==> config.mk <==
export PLATFORM = sky130hd
export DESIGN_NAME = rvfi_trace_sink
export DESIGN_NICKNAME = d
export VERILOG_FILES = /design/src/rtl/rvfi_trace_sink.sv
export SDC_FILE = /design/constraint.sdc
export NUM_CORES = 2
export LEC_CHECK = 0
export CAP_MARGIN = 20
export CORE_ASPECT_RATIO = 1.4
export CORE_MARGIN = 4
export CORE_UTILIZATION = 30
export CTS_BUF_LIST = sky130_fd_sc_hd__clkbuf_8
export DETAILED_ROUTE_END_ITERATION = 10
export PLACE_DENSITY = 0.47
export SLEW_MARGIN = 10
export SYNTH_ARGS = -nofsm -noshare
export SYNTH_HDL_FRONTEND = slang
export SYNTH_SLANG_ARGS = --single-unit
==> constraint.sdc <==
create_clock -name i_clk -period 28.5 [get_ports i_clk]
set_input_delay 2.85 -clock i_clk [delete_from_list [all_inputs] [get_ports i_clk]]
set_output_delay 2.85 -clock i_clk [all_outputs]
set_load 0.05 [all_outputs]
==> src/rtl/rvfi_trace_sink.sv <==
// rvfi_trace_sink: captures RVFI retirements into a record FIFO, checks trace consistency, streams records as bytes.
// Optional macro RVFI_TRACE_SINK_MEM_EN adds memory fields (24-byte records) and o_err_mem.
module rvfi_trace_sink #(
    parameter int DEPTH  = 16,
    parameter int DROP_W = 16
) (
    input  logic              i_clk,
    input  logic              i_rst,
    input  logic              rvfi_valid,
    input  logic [63:0]       rvfi_order,
    input  logic [31:0]       rvfi_insn,
    input  logic              rvfi_trap,
    input  logic              rvfi_halt,
    input  logic              rvfi_intr,
    input  logic [4:0]        rvfi_rd_addr,
    input  logic [31:0]       rvfi_rd_wdata,
    input  logic [31:0]       rvfi_pc_rdata,
`ifdef RVFI_TRACE_SINK_MEM_EN
    input  logic [31:0]       rvfi_mem_addr,
    input  logic [3:0]        rvfi_mem_rmask,
    input  logic [3:0]        rvfi_mem_wmask,
    output logic              o_err_mem,
`endif
    input  logic              i_clear_err,
    output logic [7:0]        o_tx_data,
    output logic              o_tx_valid,
    input  logic              i_tx_ready,
    output logic              o_err_order,
    output logic              o_err_x0,
    output logic              o_overflow,
    output logic [DROP_W-1:0] o_drop_count
);
`ifdef RVFI_TRACE_SINK_MEM_EN
    localparam int NB = 24;
`else
    localparam int NB = 16;
`endif
    localparam int RW = NB * 8;
    localparam int AW = $clog2(DEPTH);
    localparam int CW = AW + 1;
    localparam int IW = 5;

    logic [RW-1:0]  mem [DEPTH];
    logic [127:0]   base;
    logic [RW-1:0]  rec, head;
    logic [AW-1:0]  wr_ptr, rd_ptr, rd_ptr_n;
    logic [CW-1:0]  count, count_n, left;
    logic [IW-1:0]  idx, idx_n;
    logic [63:0]    exp_order;
    logic           xfer, pop, push, drop;

    assign base = {rvfi_order[15:0], 5'b0, rvfi_intr, rvfi_halt, rvfi_trap, 3'b0, rvfi_rd_addr,
                   rvfi_rd_wdata, rvfi_insn, rvfi_pc_rdata};
`ifdef RVFI_TRACE_SINK_MEM_EN
    assign rec = {24'b0, rvfi_mem_wmask, rvfi_mem_rmask, rvfi_mem_addr, base};
`else
    assign rec = base;
`endif

    // Head bypasses the memory when the incoming record is the only one left after this cycle's pop.
    always_comb begin
        xfer     = o_tx_valid && i_tx_ready;
        pop      = xfer && idx == IW'(NB - 1);
        push     = rvfi_valid && (count != CW'(DEPTH) || pop);
        drop     = rvfi_valid && !push;
        left     = count - CW'(pop);
        count_n  = left + CW'(push);
        rd_ptr_n = rd_ptr + AW'(pop);
        idx_n    = pop ? '0 : idx + IW'(xfer);
        head     = left == '0 ? rec : mem[rd_ptr_n];
    end

    always_ff @(posedge i_clk)
        if (push) mem[wr_ptr] <= rec;

    always_ff @(posedge i_clk or posedge i_rst) begin
        if (i_rst) begin
            wr_ptr       <= '0;
            rd_ptr       <= '0;
            count        <= '0;
            idx          <= '0;
            exp_order    <= '0;
            o_tx_valid   <= 1'b0;
            o_tx_data    <= '0;
            o_err_order  <= 1'b0;
            o_err_x0     <= 1'b0;
            o_overflow   <= 1'b0;
            o_drop_count <= '0;
        end else begin
            wr_ptr       <= wr_ptr + AW'(push);
            rd_ptr       <= rd_ptr_n;
            count        <= count_n;
            idx          <= idx_n;
            o_tx_valid   <= count_n != '0;
            if (count_n != '0) o_tx_data <= head[{idx_n, 3'b0} +: 8];
            if (rvfi_valid) exp_order <= rvfi_order + 64'd1;
            o_err_order  <= (rvfi_valid && rvfi_order != exp_order) || (o_err_order && !i_clear_err);
            o_err_x0     <= (rvfi_valid && rvfi_rd_addr == '0 && rvfi_rd_wdata != '0) || (o_err_x0 && !i_clear_err);
            o_overflow   <= drop || (o_overflow && !i_clear_err);
            o_drop_count <= i_clear_err ? '0 : o_drop_count + DROP_W'(drop && o_drop_count != '1);
        end
    end

`ifdef RVFI_TRACE_SINK_MEM_EN
    always_ff @(posedge i_clk or posedge i_rst) begin
        if (i_rst) o_err_mem <= 1'b0;
        else o_err_mem <= (rvfi_valid && rvfi_mem_rmask != '0 && rvfi_mem_wmask != '0) || (o_err_mem && !i_clear_err);
    end
`endif
endmodule

Word-level counts from Yosys, hierarchy flattened
Memory sizes are Yosys's and may differ from the RTL's. Index checks and enable logic that the tools add are counted. Widths: inputs -> output; s select.

Register bits after elaboration: 110. Memory bits (writable): 1920. Input bits: 173. Output and inout bits: 28. Logic and storage cells: 50. Memories kept: 1.

Add/subtract/negate cells: 7. Equal/unequal tests: 4. Shift operators: 1. Mux-type cells: 5. Reductions and logical operators: 21.

Memory list: mem (words 16, bits a word 120, read ports 1, clocked after memory_dff 0, write ports 1, line 43) `logic [RW-1:0] mem [DEPTH];`.

Operator list (count): $mux 128 (1); $shiftx 128x9->8 (1); $add 64x1->64 const B (1); $ne 64x64->1 (1); $reduce_bool 32->1 (1); $add 16x1->16 (1); $mux 16 (1); $ne 16x16->1 const B (1); $logic_and 1x1->1 (11); $add 5x1->5 (2); $logic_not 5->1 (2); $add 4x1->4 (2); $eq 5x4->1 const B (1); $mux 5 (1); $ne 5x5->1 const B (1); $reduce_bool 5->1 (1); $sub 5x1->5 (1); $logic_or 1x1->1 (4); $logic_not 1->1 (2); $mux 1 (2).

Longest topological paths before layout
Depth in word-level cells: 9. Mapped depth: 16. Depth with buffers taken out: 14.

Least setup slack after synthesis
Ideal clock, no wire load.

Path type: in2reg. Start: in i_tx_ready. End: mem mem[0][0] in the netlist's numbering (enable). Library setup time: 746 ps. Data arrival time: 12319 ps. Data required time: 27754 ps. Path slack: 15435 ps. Stages: 7. Path buffers: 1. Cell sequence: nand4b_1 > nor2_1 > or3_1 > and2_1 > clkbuf_1 > or3b_2 > nor3_1.

Longest elaborated chain between the ends: 6.

Ends and longest elaborated chain: from (decl) (line 27) `input logic i_tx_ready,`; $logic_and 1x1->1 (line 62) `xfer = o_tx_valid && i_tx_ready;`; $logic_and 1x1->1 (line 63) `pop = xfer && idx == IW'(NB - 1);`; $logic_or 1x1->1 (line 64) `push = rvfi_valid && (count != CW'(DEPTH) || pop);`; $logic_and 1x1->1 (line 64); $mux 1 (line 74) `if (push) mem[wr_ptr] <= rec;`; $mux 1 (not written as such) (line 74); to (decl) (line 43).

No other way between the ends.

Worst setup path after layout
Start: in i_tx_ready. End: reg o_tx_data[3].

Longest elaborated chain between the ends: 6.

Ends and longest elaborated chain: $logic_and 1x1->1 (line 62); $logic_and 1x1->1 (line 63); $add 4x1->4 (line 68) `rd_ptr_n = rd_ptr + AW'(pop);`; via rd_ptr_n[0] (line 46) `logic [AW-1:0] wr_ptr, rd_ptr, rd_ptr_n;`; $mem_v2 16x120; $mux 128 (line 70) `head = left == '0 ? rec : mem[rd_ptr_n];`; $shiftx 128x9->8 (line 95) `if (count_n != '0) o_tx_data <= head[{idx_n, 3'b0} +: 8];`; to (signal assigned) (line 95); to (decl) (line 25) `output logic [7:0] o_tx_data,`.

The timed path passes the listed nets, and every way through them passes these cells. A chain may end at the register's enable or synchronous reset.

==> key figures <==
Status
  – Status: complete, no violations

STA
  – Final Cycle Share: 0.2911
  – RSZ-0062 raised after global routing: false
  – Final hold violation count: 0
  – Relative slew slack: 0.2738
  – Count of final setup violators: 0
  – Final Max Slew Viols: 0
  – Setup TNS Final: 0 ns
  – Slack of the critical path: roughly 20 ns
  – Minimum clock period after layout: between 8 and 9 ns
  – Worst-margin pin slew: ~1.1 ns
  – Fin Clk Skew: ~0.085 ns
  – Fmax: approximately 0.12 GHz

Global routing
  – Vias in the first global route: approximately 46000
  – First-pass GRT wire length: 360.0 mm
  – Gr ovfl total: 0
  – Antenna violations before repair: 44
  – Largest net degree at the start of global routing: 123
  – Gr usage total: 0.1814

Worst setup path
  – Data required, critical path: ~29 ns
  – Max Fanout on Critical Path: between 90 and 100
  – Flop2flop setup slack: approximately 22 ns
  – Setup Crit Path Kind: in2reg
  – Critical path arrival: 9.12 ns
  – CP Capture Type: flop
  – Startpoint Class: input port

Clock network
  – Resized cells post-CTS: 0
  – CTS Hold Bufs: 0
  – Clk buf depth: 4
  – CTS buffer count: 330
  – H-tree levels: 5
  – Clock Latency Late Sink: ~0.97 ns
  – Clock sink count: 2030
  – Root buf cell: clkbuf_8
  – Clock transition at path regs: approximately 0.070 ns
  – Post-CTS setup buffers: 0
  – TritonCTS clock tree: yes

Floorplanning
  – Full die area: 0.2784 mm²
  – Die width: between 400 and 500 µm
  – Starting Density: 0.3015
  – Num rows: between 200 and 250
  – Die Ht: between 600 and 700 µm
  – Core Region: around 0.27 mm²
  – I/O pin cnt: around 200

Yosys
  – Synthesis warning total: 0
  – Cell count after synthesis: 4188
  – Register area share after synthesis: 0.7460
  – Seq cells post-synth: about 2000
  – Post-Syn Nets: 4374
  – Mean Syn Cell Area: approximately 19 µm²
  – Post-synth top flop: edfxtp_1
  – Post-synth EDFFs: ~1900
  – Async SR Flop Fraction: 0.05419
  – Post-Syn Area: about 0.081 mm²
  – Post-synth cell types: between 70 and 80

Layout
  – Share of cells above drive strength 1: 0.2238
  – Fin util: 0.3490
  – Most frequent cells in the layout: edfxtp_1, mux4_2, nand2_1, clkbuf_8, clkdlybuf4s50_1
  – Final net count: 4835
  – Area added between synthesis and finish: 15.75%
  – Commonest non-fill, non-tap cell in the layout: edfxtp_1
  – Post-route design area: about 0.094 mm²

Power
  – Leak Pwr: ~0.029 µW
  – Pwr Density: approximately 97 mW/mm²
  – Total power: approximately 9100 µW
  – Maximum VDD drop: roughly 0.00011 V

Placed design
  – Post-DP HPWL: 147.5 mm
  – Pre-CTS setup slack: approximately 19 ns
  – Placer Congestion: between 0.7 and 0.8
  – Number of buffers added on ports: 200
  – Area after DPL: between 0.08 and 0.09 mm²

Run
  – Maxcap violations: 0

Route
  – Drt total wl: ~260 mm
  – Via count: ~43000
  – Vias per cell: slightly above 5
  – Starting DRT DRC Count: around 3600
  – Drt drc: 0
  – Final ANT Viol Nets: 0
  – Pre-Repair DR Iteration Count: 6
  – Routed len/inst: 30.45 µm

Min path
  – Hold Crit Class: reg2reg
[per-stage QoR]
step,hold slack (ns),instances
after floorplan,0.4970,4188
after global placement,0.5250,7831
after detailed placement,0.5289,7835
after CTS,0.5392,8411
after global routing,0.5620,8416
final,0.5354,8430
[critical path, cell delays in order]
cell,delay (ns)
clkdlybuf4s50_1,0.51
nand4b_1,0.24
nor2_1,0.46
ha_4,0.63
buf_12,0.66
buf_12,0.55
buf_4,0.71
mux4_2,0.36
mux2i_1,0.09
mux4_2,0.58
o221ai_1,0.55
nand3b_1,0.38
o311ai_1,0.20
[state kept, by name (all words and copies together), names as in the netlist]
signal        flops
o_tx_valid        1
exp_order        64
o_overflow        1
count             5
rd_ptr            4
o_err_order       1
o_tx_data         8
o_drop_count     16
wr_ptr            4
idx               5
mem            1920
o_err_x0          1
[worst paths after layout]
path / from / to / cells past startpoint
worst max-delay path: i_tx_ready / o_tx_data[3] / 13
worst min register to register: o_overflow / o_overflow / 2
max in group asynchronous: i_rst / o_tx_valid / 3
min in group asynchronous: i_rst / o_drop_count[5] / 2
worst min-delay path: o_overflow / o_overflow / 2
worst max register to register: o_tx_valid / o_tx_data[3] / 12
[synth_stat cells (all sizes together) (39+ instances only)]
library cell     n  area (µm²)
buf            150       905.9
xnor2           98       865.8
nand3          134       670.6
dfrtp          110        2753
mux4           491       11060
nand4           57       356.6
nand2          402        1509
clkbuf          72       270.3
o21ai           39       198.9
nor2           156       588.1
edfxtp        1920       57660
xor2            49       429.2
mux2i           77       770.7
a21oi          105       525.5
[area by class of cell]
class,count,area [µm²]
antenna,19,47.55
inverter,25,108.9
timing repair buffer,351,3259
clock buffer,347,4776
clock inverter,229,1152
sequential,2030,60410
fill,25511,174800
multi-input combinational,1911,19580
tap,3518,4402
[per-layer routing]
layer	global-route usage	vias to the layer above	wire (µm)
met3	0.03502	429	14260
met2	0.3142	1393	131100
met5	0	-	172
li1	-	18024	-
met4	0.05886	26	8277
met1	0.2279	23579	102900
[kinds of logic after synthesis]
family,synth area share
and+or+nand+nor,0.04775
xor gates and xnor gates,0.01599
muxes,0.1465
adders and majority gates,0.002009
DFF,0.7460
AOI/OAI and AO/OA,0.02608
buffers and inverters,0.01568
[report_power, final]
| part | switching (µW) | internal (µW) | total (µW) |
|---|---|---|---|
| sequential | 88.1 | 3580 | 3670 |
| clock | 1170 | 1190 | 2360 |
| combinational | 1920 | 1140 | 3060 |
| total | 3180 | 5910 | 9090 |
No activity file was read; power rests on OpenSTA's default activity.
